File: src/rtl/bram_pkg.sv
// Shared definitions for the dual-port BRAM and its stream read sequencer.
package bram_pkg;

    typedef enum logic [1:0] {
        IDLE = 2'd0,
        RUN  = 2'd1,
        DONE = 2'd2
    } state_e;

    localparam int SKID_DEPTH = 2;

endpackage

File: src/rtl/bram_skid_fifo.sv
// Two-entry synchronous FIFO; absorbs the in-flight BRAM read while the consumer stalls.
module bram_skid_fifo #(
    parameter int DW = 8
) (
    input  logic          clk,
    input  logic          rst,
    input  logic          push,
    input  logic          pop,
    input  logic [DW-1:0] din,
    output logic [DW-1:0] dout,
    output logic          empty,
    output logic          full,
    output logic [1:0]    count
);

    logic [DW-1:0] mem [2];
    logic          wr_ptr;
    logic          rd_ptr;
    logic          pop_ok;
    logic          push_ok;

    // Push into a full FIFO is only legal when the head leaves in the same cycle.
    assign pop_ok  = pop & ~empty;
    assign push_ok = push & (~full | pop_ok);

    always_ff @(posedge clk or negedge rst) begin
        if (!rst) begin
            mem[0] <= '0;
            mem[1] <= '0;
            wr_ptr <= 1'b0;
            rd_ptr <= 1'b0;
            count  <= 2'd0;
        end else begin
            if (push_ok) begin
                mem[wr_ptr] <= din;
                wr_ptr      <= ~wr_ptr;
            end
            if (pop_ok) rd_ptr <= ~rd_ptr;
            count <= count + {1'b0, push_ok} - {1'b0, pop_ok};
        end
    end

    assign dout  = mem[rd_ptr];
    assign empty = (count == 2'd0);
    assign full  = (count == 2'd2);

endmodule

File: src/rtl/bram_stream_reader.sv
// Reads LENGTH consecutive BRAM words from BASE_ADDR (modulo depth) and streams them out
// with m_last on the final word; hides the BRAM's one-cycle read latency and backpressure.
module bram_stream_reader
    import bram_pkg::*;
#(
    parameter int RAM_DATA_WIDTH = 8,
    parameter int RAM_ADDR_WIDTH = 4
) (
    input  logic                      clk,
    input  logic                      rst,
    input  logic                      start,
    input  logic [RAM_ADDR_WIDTH-1:0] base_addr,
    input  logic [RAM_ADDR_WIDTH:0]   length,
    output logic                      busy,
    output logic                      done,
    output logic                      ram_wr,
    output logic [RAM_ADDR_WIDTH-1:0] ram_addr,
    output logic [RAM_DATA_WIDTH-1:0] ram_data_in,
    input  logic [RAM_DATA_WIDTH-1:0] ram_data_out,
    output logic                      m_valid,
    input  logic                      m_ready,
    output logic [RAM_DATA_WIDTH-1:0] m_data,
    output logic                      m_last,
    output state_e                    dbg_state,
    output logic [1:0]                dbg_fifo_cnt,
    output logic                      dbg_fifo_full
);

    localparam int AW = RAM_ADDR_WIDTH;
    localparam int DW = RAM_DATA_WIDTH;

    state_e      state;
    logic [AW:0] length_r;
    logic [AW:0] issue_cnt;
    logic [AW:0] beat_cnt;
    logic        rd_pending;
    logic        issue;
    logic        pop;
    logic        fifo_empty;
    logic        fifo_full;
    logic [1:0]  fifo_cnt;

    // Stream handshake: a word transfers on a cycle where m_valid && m_ready; while
    // m_valid is high and m_ready low, m_data and m_last stay unchanged.
    assign pop     = m_valid & m_ready;
    assign m_valid = ~fifo_empty;
    assign m_last  = m_valid & (beat_cnt == length_r - 1'b1);

    // Credit: words held plus the read in flight, after this cycle's pop, must leave a free slot.
    assign issue = (state == RUN) && (issue_cnt < length_r) &&
                   (({1'b0, fifo_cnt} + {2'b00, rd_pending}) < (3'd2 + {2'b00, pop}));

    always_ff @(posedge clk or negedge rst) begin
        if (!rst) begin
            state      <= IDLE;
            busy       <= 1'b0;
            done       <= 1'b0;
            ram_addr   <= '0;
            length_r   <= '0;
            issue_cnt  <= '0;
            beat_cnt   <= '0;
            rd_pending <= 1'b0;
        end else begin
            rd_pending <= 1'b0;
            done       <= 1'b0;
            case (state)
                IDLE: begin
                    if (start) begin
                        length_r  <= length;
                        ram_addr  <= base_addr;
                        issue_cnt <= '0;
                        beat_cnt  <= '0;
                        if (length == '0) begin
                            state <= DONE;
                            done  <= 1'b1;
                        end else begin
                            state <= RUN;
                            busy  <= 1'b1;
                        end
                    end
                end
                RUN: begin
                    if (issue) begin
                        rd_pending <= 1'b1;
                        issue_cnt  <= issue_cnt + 1'b1;
                        ram_addr   <= ram_addr + 1'b1;
                    end
                    if (pop) begin
                        beat_cnt <= beat_cnt + 1'b1;
                        if (m_last) begin
                            state <= DONE;
                            busy  <= 1'b0;
                            done  <= 1'b1;
                        end
                    end
                end
                DONE:    state <= IDLE;
                default: state <= IDLE;
            endcase
        end
    end

    bram_skid_fifo #(.DW(DW)) u_fifo (
        .clk   (clk),
        .rst   (rst),
        .push  (rd_pending),
        .pop   (pop),
        .din   (ram_data_out),
        .dout  (m_data),
        .empty (fifo_empty),
        .full  (fifo_full),
        .count (fifo_cnt)
    );

    assign ram_wr        = 1'b0;
    assign ram_data_in   = '0;
    assign dbg_state     = state;
    assign dbg_fifo_cnt  = fifo_cnt;
    assign dbg_fifo_full = fifo_full;

endmodule

File: config.mk
export PLATFORM = sky130hd
export DESIGN_NAME = bram_stream_reader
export DESIGN_NICKNAME = d
export VERILOG_FILES = /design/src/rtl/bram_pkg.sv /design/src/rtl/bram_skid_fifo.sv /design/src/rtl/bram_stream_reader.sv
export SDC_FILE = /design/constraint.sdc
export NUM_CORES = 1
export LEC_CHECK = 0
export ABC_CLOCK_PERIOD_IN_PS = 4200
export BUFFER_PORTS_ARGS = -buffer_cell sky130_fd_sc_hd__buf_2
export CORE_MARGIN = 2
export CORE_UTILIZATION = 56
export DETAILED_ROUTE_END_ITERATION = 16
export PLACE_DENSITY = 0.87
export SYNTH_ARGS = -nofsm -noshare
export SYNTH_HDL_FRONTEND = slang
export SYNTH_SLANG_ARGS = --single-unit
File: constraint.sdc
create_clock -name clk -period 4.2 [get_ports clk]
set_clock_uncertainty 0.15 [all_clocks]
set_input_delay 0.84 -clock clk [delete_from_list [all_inputs] [get_ports clk]]
set_output_delay 0.84 -clock clk [all_outputs]
set_load 0.05 [all_outputs]
---- After elaboration in Yosys (flattened, before gate mapping) ----
Cells that the tools add are included.
word-level totals
  register bits after elaboration ......... 44
  input bits .............................. 21
  word-level logic and storage cells ...... 88
cells by class
  add/sub/neg operators ................... 8
  $lt $le $gt $ge ......................... 5
  equality and inequality tests ........... 8
  multiplexer cells ....................... 31
  bitwise logic cells ..................... 11
  reduce and logical (&&, ||, !) cells .... 12
operator list
  operator                                                             number
  8-bit 2-to-1 mux                                                     4
  5-bit case mux with 2 select lines                                   2
  16-bit bitwise mux                                                   1
  5-bit 2-to-1 mux                                                     3
  5-bit by 1-bit adder with 5-bit output (second input constant)       2
  1-bit 2-to-1 mux                                                     10
  2-bit inequality test (second input constant)                        5
  3-bit AND reduction                                                  3
  8-bit demux with 1-bit select                                        1
  2-bit 2-to-1 mux                                                     4
  4-bit 2-to-1 mux                                                     2
  4-bit case mux with 2 select lines                                   1
  5-bit equality test                                                  1
  5-bit zero test                                                      1
  5-bit < comparator                                                   1
  5-bit AND reduction                                                  1
  5-bit by 1-bit subtractor with 5-bit output (second input constant)  1
  4-bit by 1-bit adder with 4-bit output (second input constant)       1
  1-bit AND                                                            4
  2-bit >= comparator (second input constant)                          2
  2-bit zero test                                                      2
  1-bit NOT                                                            4
  1-bit NOT with 2-bit output                                          2
  1-bit case mux with 2 select lines                                   2
  13 further kinds                                                     15

---- Depth between registers and ports, before layout ----
Gate-level depths: netlist (run 1).
  word-level depth ........................ 8
  mapped depth ............................ 8

---- Cells and area by module ----
A second synthesis (run 1) with hierarchy kept.
second synthesis, totals
  cells, all modules ...................... 211
  area total of the unflattened synthesis .. 2,331.0 um^2
by module, submodules not included
  module              times used  cells an instance  area each (um^2)
  bram_stream_reader  1           151                1,422.6
  bram_skid_fifo      1           60                 908.4

---- Least setup slack after synthesis (run 1) ----
Ideal clock, no wire load.
  path type ............................... register to output
  start point ............................. reg u_fifo.count[1]
  end point ............................... out m_last
  arrival ................................. 1,987 ps
  required time ........................... 3,210 ps
  setup slack ............................. 1,223 ps
  stages on the path, launching flop included .. 4
  path through ............................ dfrtp_1 -> or2_2 -> nand4_1 -> nor2_1
between the ends
  longest elaborated chain between the ends .. 3
RTL lines
  element                 line                      source
  from (decl)             bram_skid_fifo.sv:13      output logic [1:0] count
  from (signal assigned)  bram_skid_fifo.sv:39      count <= count + {1'b0, push_ok} - {1'b0, pop_ok};
  2-bit zero test         bram_skid_fifo.sv:44      assign empty = (count == 2'd0);
  1-bit NOT               bram_stream_reader.sv:46  assign m_valid = ~fifo_empty;
  via m_valid             bram_stream_reader.sv:20  output logic m_valid,
  1-bit AND               bram_stream_reader.sv:47  assign m_last = m_valid & (beat_cnt == length_r - 1'b1);
  to (decl)               bram_stream_reader.sv:23  output logic m_last,
The timed path passes the listed nets, and every way through them passes these cells.

---- Final worst setup path (run 1) ----
  start point ............................. reg length_r[0]
  end point ............................... out m_last
between the ends
  longest elaborated chain between the ends .. 3
RTL lines
  element                                      line                      source
  from (decl)                                  bram_stream_reader.sv:33  logic [AW:0] length_r;
  from (signal assigned)                       bram_stream_reader.sv:69  length_r <= length;
  5-bit by 1-bit subtractor with 5-bit output  bram_stream_reader.sv:47
  5-bit equality test                          bram_stream_reader.sv:47
  1-bit AND                                    bram_stream_reader.sv:47
Every way passes these cells.

==> impl_metrics.yaml, run 1 <==
sta:
  setup_viol: 0
  hold_viol: 0
  min_period_ns: 2.94
  drv_slew: 0
  min_period_over_period_pct: 70.1
  tightest_slew_ns: 0.967
  finalSetupTns_ns: 0
  rsz0062_at_grt: "false"
  setup_ws_ns: 1.26
  max_freq_mhz: 340
  hold_ws_ns: 0.359
  maxSlewHeadroom_pct: 35.5
clock_tree:
  cts_root_buf: "clkbuf_8"
  cts_tree: "done"
  ctsResizeCount: 0
  numCtsBuffers: 5
  holdBufCountCts: 0
  clock_sinks: 44
  clk_latency_ns: 0.30
  cts_setup_buffers: 0
  clk_pin_slew_ns: 0.08
  cts_buffer_depth: 2
  cts_max_level: 2
place:
  dpl-instance-area_um2: 2580
  port_buffers: 41
  dp_slack_ns: 1.61
  dp_cells: 302
  place_hpwl_mm: 3.37
  gp_congestion: 0.930
logic_synthesis:
  netlist_instances: 217
  synth_compound_area_share_pct: 13.2
  ys_seq_elements: 44
  synthesis.area_um2: 2390
  synthMuxAreaShare_pct: 12.7
  syn_avg_cell_area_um2: 11.0
  synth-edff-count: 0
  synth_top_family_by_area: "compound AO/OA/AOI/OAI gates"
  synthSimpleGateAreaFrac_pct: 10.9
  synthArstFlopShare_pct: 100
  ys.flop_type: "dfrtp_1"
  yosys_warnings: 0
  synth_fa_ha_area_share_pct: 6.28
  synth_xor_area_share_pct: 4.03
  synth_cell_types: 44
  ys_seq_area_share_pct: 46.1
drt:
  wl_mm: 4.52
  wl_per_cell_um: 14.6
  drt_iter0_drc: 55
  viasPerCell: 5.60
  vias: 1736
  drc: 0
  detail-route-antenna-nets: 0
  firstDrtPassIters: 4
floorplanning:
  ios: 51
  dieArea_um2: 4810
  die_y_um: 69.3
  die_w_um: 69.3
  floorplan.rows: 23
  coreArea_um2: 4060
  start_util_pct: 58.9
power_and_ir_drop:
  finalPower_mw: 2.51
  p_per_area_nw_per_um2: 936
  p_leak_nw: 1.28
  ir_drop_v: 0.000557
global_route:
  grt_pass1_wl_mm: 7.86
  grt_max_degree: 45
  antenna_found_initial: 0
  track_usage_pct: 20.6
  overflow: 0
  grt_pass1_vias: 1754
cells_and_area:
  seqCellArea_um2: 1100
  area_growth_pct: 12.4
  final_cell_count_no_fill: 310
  fill_cells: 311
  finalNetCount: 292
  multi_input_area_um2: 1160
  drive_gt1_share_pct: 32.3
  postLayoutCellArea_um2: 2690
  utilization_pct: 66.2
  diodes: 0
worst_setup_path:
  endpoint_kind: "output pin"
  cp.arrival_ns: 1.95
  required_ns: 3.21
  crit_path_max_fanout: 4
  start_kind: "flop"
  critical_path_class: "reg -> out"
hold_path:
  min_path_type: "reg -> reg"
job:
  drv_cap: 0
status:
  outcome: "finished, final reports clean"
==> report_power, final <==
group	internal [mW]	total [mW]	switching (mW)
Clock	0.177	0.321	0.145
Combinational	0.524	1.38	0.855
Sequential	0.627	0.813	0.186
==> synthesized netlist by cell type, types with 2 or more instances <==
cell type,number,area [um^2]
a31oi_1,2,12.5
o2bb2ai_1,2,17.5
mux2_2,27,304
nand3_1,9,45.0
a21oi_1,5,25.0
a22o_1,5,43.8
nand4_1,3,18.8
nand2b_1,2,12.5
nor3_1,3,15.0
o2bb2a_1,2,20.0
inv_1,13,48.8
nor2_1,8,30.0
nand2_1,18,67.6
o21ai_0,13,65.1
buf_4,10,75.1
or3_1,2,12.5
ha_1,12,150
xor2_1,5,43.8
dfrtp_1,44,1100
o211ai_1,2,15.0
o21ai_2,2,17.5
xnor2_1,6,52.6
==> sequential cells by signal, summed over array words and instances (netlist names) <==
name and cells:
u_fifo.mem 16, u_fifo.wr_ptr 1, u_fifo.count 2, issue_cnt 5
beat_cnt 5, done 1, dbg_state 2, rd_pending 1
busy 1, length_r 5, u_fifo.rd_ptr 1, ram_addr 4
==> final cells by class <==
type | count | area share, %
multi-input cells | 154 | 43.2
flip-flops and latches | 44 | 41.0
repair buffers | 41 | 7.64
clock buffers | 6 | 2.70
well taps | 50 | 2.33
inverters | 13 | 1.82
clock inverters | 2 | 1.30
==> layer usage <==
metal	wire, um	global-route usage (%)	vias up
li1	-	-	831
met1	1940	24.4	850
met2	2260	35.3	43
met3	206	5.52	12
met4	104	8.50	0
met5	0	0	-
==> final timing paths <==
kind / from / end / slack [ns] / cells past startpoint
min in group asynchronous: rst / done$_DFF_PN0_ / 0.54 / 1
max in group asynchronous: rst / u_fifo.mem[3]$_DFFE_PN0P_ / 2.77 / 1
hold / removal: u_fifo.mem[1]$_DFFE_PN0P_ / u_fifo.mem[1]$_DFFE_PN0P_ / 0.36 / 1
setup / recovery: length_r[0]$_DFFE_PN0P_ / m_last / 1.26 / 7
hold reg to reg: u_fifo.mem[1]$_DFFE_PN0P_ / u_fifo.mem[1]$_DFFE_PN0P_ / 0.36 / 1
setup reg to reg: length_r[2]$_DFFE_PN0P_ / issue_cnt[4]$_DFFE_PN0P_ / 1.97 / 7
==> layout by cell type (no fill, tap or decap), types with 6 or more instances in the layout <==
| cell type | netlist | layout |
|---|---|---|
| dfrtp_1 | 44 | 44 |
| buf_2 | 0 | 41 |
| mux2_2 | 27 | 27 |
| nand2_1 | 18 | 18 |
| inv_1 | 13 | 13 |
| o21ai_0 | 13 | 13 |
| ha_1 | 12 | 12 |
| nand3_1 | 9 | 9 |
| conb_1 | 1 | 9 |
| nor2_1 | 8 | 8 |
| xnor2_1 | 6 | 6 |
==> worst max-delay path, stage by stage, from the launching register on <==
cell and delay [ns]:
dfrtp_1 0.42, inv_1 0.09, ha_1 0.22, nand2_1 0.07, nor4_1 0.18, a31oi_1 0.10, nor2_1 0.26, buf_2 0.32
==> cell families (layout without fill, tap and decap cells) <==
| group | after synthesis | after routing |
|---|---|---|
| other cells | 1 | 9 |
| compound gates | 42 | 42 |
| simple gates | 53 | 53 |
| fa+ha+maj | 12 | 12 |
| xor+xnor | 11 | 11 |
| mux | 27 | 27 |
| flops | 44 | 44 |
| buf+inv | 27 | 62 |
Note: power is estimated with default switching activity, not from simulation.
==> run 2, diff against run 1 <==
- ABC_CLOCK_PERIOD_IN_PS: 4200 -> 2480
- CORE_UTILIZATION: 56 -> 49
- PLACE_DENSITY: 0.87 -> 0.81
- clock period: 4.2 -> 2.48 ns (I/O delays scaled with it)
==> run 2 against run 1 <==
Compared with the run above:
- global-route usage decreased by 2.3 points
- critical endpoint unchanged
- clock power grew 99%
- total power grew 74%
==> impl_metrics.yaml, run 2 (synthesized netlist as in run 1, its figures left out) <==
status:
  outcome: "finished, final reports clean"
power_and_ir_drop:
  p_comb_share_pct: 54.0
  ir_drop_v: 0.000994
  p_leak_nw: 1.31
  p_sw_mw: 2.01
  p_int_mw: 2.36
  share_seq_of_total_power_pct: 31.5
  p_per_area_nw_per_um2: 1570
  switching_share_pct: 46.0
  clkPwrFrac_pct: 14.6
sta:
  maxSlewHeadroom_pct: 62.7
  hold_viol: 0
  max_freq_mhz: 415
  tightest_slew_ns: 0.560
  min_period_over_period_pct: 97.2
  min_period_ns: 2.41
  drv_slew: 0
  setup_viol: 0
  finalSetupTns_ns: 0
drt:
  vias: 1722
  detail-route-antenna-nets: 0
  viasPerCell: 5.22
  firstDrtPassIters: 4
  wl_per_cell_um: 13.6
  dr.max_layer_used: "met4"
  wl_met1_mm: 2.10
  drt_iter0_drc: 77
  dr_wl_met3_um: 240
  met2WireLength_mm: 2.08
  wl_mm: 4.49
  drc: 0
cells_and_area:
  final_common_cell: "dfrtp_1"
  final_cell_mix: "dfrtp_1, buf_2, mux2_2"
  drive_gt1_share_pct: 35.0
  utilization_pct: 58.9
  area_growth_pct: 16.4
  final_cell_count_no_fill: 330
  largest_reg_flops: 16
  regMostFlops: "u_fifo.mem"
  diodes: 0
  finalNetCount: 296
clock_tree:
  clk_latency_ns: 0.30
  clock_sinks: 44
  numCtsBuffers: 5
  cts_root_buf: "clkbuf_8"
  cts_max_level: 2
  cts_buffer_depth: 2
  cts_tree: "done"
  clk_pin_slew_ns: 0.08
floorplanning:
  start_util_pct: 50.6
  die_y_um: 73.8
  die_w_um: 73.8
  dieArea_um2: 5450
  ios: 51
  floorplan.rows: 25
  coreArea_um2: 4720
global_route:
  grt_max_degree: 45
  grt_pass1_vias: 1682
  track_usage_pct: 18.3
  antenna_found_initial: 0
  overflow: 0
  grt_pass1_wl_mm: 7.59
worst_setup_path:
  critical_path_class: "reg -> out"
  endpoint_kind: "output pin"
  start_kind: "flop"
  cp.arrival_ns: 1.76
  crit_chain: "inv_1, ha_2, nand2_1, nor4_2, a31oi_2, nor2_2, buf_6"
  crit_path_max_fanout: 4
  worst_path_max_delay_cell: "dfrtp_1"
  required_ns: 1.83
  cp_slowest_stage_delay_ns: 0.43
job:
  drv_cap: 0
place:
  port_buffers: 41
  gp_congestion: 0.801
  place_hpwl_mm: 3.20
  dp_cells: 320
hold_path:
  min_path_type: "in -> async"
==> run 2: cell types whose count changed in the layout (fill, tap and decap cells not counted), sizes merged <==
cell    change
buf         +4
clkbuf      -1
clkinv      -1
bufinv      +1
==> run 2: power by group through the flow <==
stage	Combinational (mW)	Clock [mW]	Sequential [mW]
2_1_floorplan	1.82	0	1.49
3_3_place_gp	2.29	0	1.37
3_5_place_dp	2.36	0	1.38
4_1_cts	2.38	0.649	1.37
5_1_grt	2.62	0.679	1.43
6_report	2.36	0.638	1.38
==> run 2: path summary, 6_finish.rpt <==
| kind | to | slack (ns) | startpoint | cells after the start |
|---|---|---|---|---|
| max in group asynchronous | issue_cnt[1]$_DFFE_PN0P_ | 1.68 | rst | 2 |
| min reg2reg | u_fifo.mem[6]$_DFFE_PN0P_ | 0.36 | u_fifo.mem[6]$_DFFE_PN0P_ | 1 |
| min | u_fifo.mem[4]$_DFFE_PN0P_ | 0.12 | rst | 2 |
| max reg2reg | ram_addr[1]$_DFFE_PN0P_ | 0.26 | length_r[2]$_DFFE_PN0P_ | 7 |
| min in group clk | length_r[1]$_DFFE_PN0P_ | 0.27 | length[1] | 3 |
| max | m_last | 0.07 | length_r[0]$_DFFE_PN0P_ | 7 |
==> run 2: stage by stage <==
step,hold slack (ns),total power [mW],instance area (um^2),worst slack [ns]
after detailed placement,0.342,3.74,2610,0.282
after floorplan,0.0504,3.32,2420,0.0857
after global placement,0.331,3.66,2610,0.286
final,0.118,4.37,2780,0.0698
after CTS,0.135,4.40,2750,0.00501
after global routing,0.170,4.72,2780,-0.00794
==> run 2: timing repair <==
action,4_1_cts,5_1_grt
pin swaps,1,1
gates cloned,0,0
resized for setup,3,2
setup buffers,0,3
hold buffers,0,0
setup endpoints to repair,1,1
==> run 2: final cells by class <==
type	instances	area, um^2
Clock buffer	5	68.8
Clock inverter	2	60.1
Fill cell	407	1940
Inverter	13	48.8
Multi-Input combinational cell	154	1180
Sequential cell	44	1100
Tap cell	67	83.8
Timing Repair Buffer	45	241
==> run 2: critical path, delay by kind of cell (launching register included) <==
kind            cells  cell delay (ns)
simple gates        3             0.47
flops               1             0.43
buf+inv             2             0.28
fa+ha+maj           1             0.21
compound gates      1             0.09
==> run 2: layer usage <==
| layer | track usage, % | vias up |
|---|---|---|
| met3 | 4.12 | 7 |
| met4 | 6.67 | 0 |
| met1 | 23.3 | 828 |
| li1 | - | 835 |
| met2 | 30.3 | 52 |
| met5 | 0 | - |
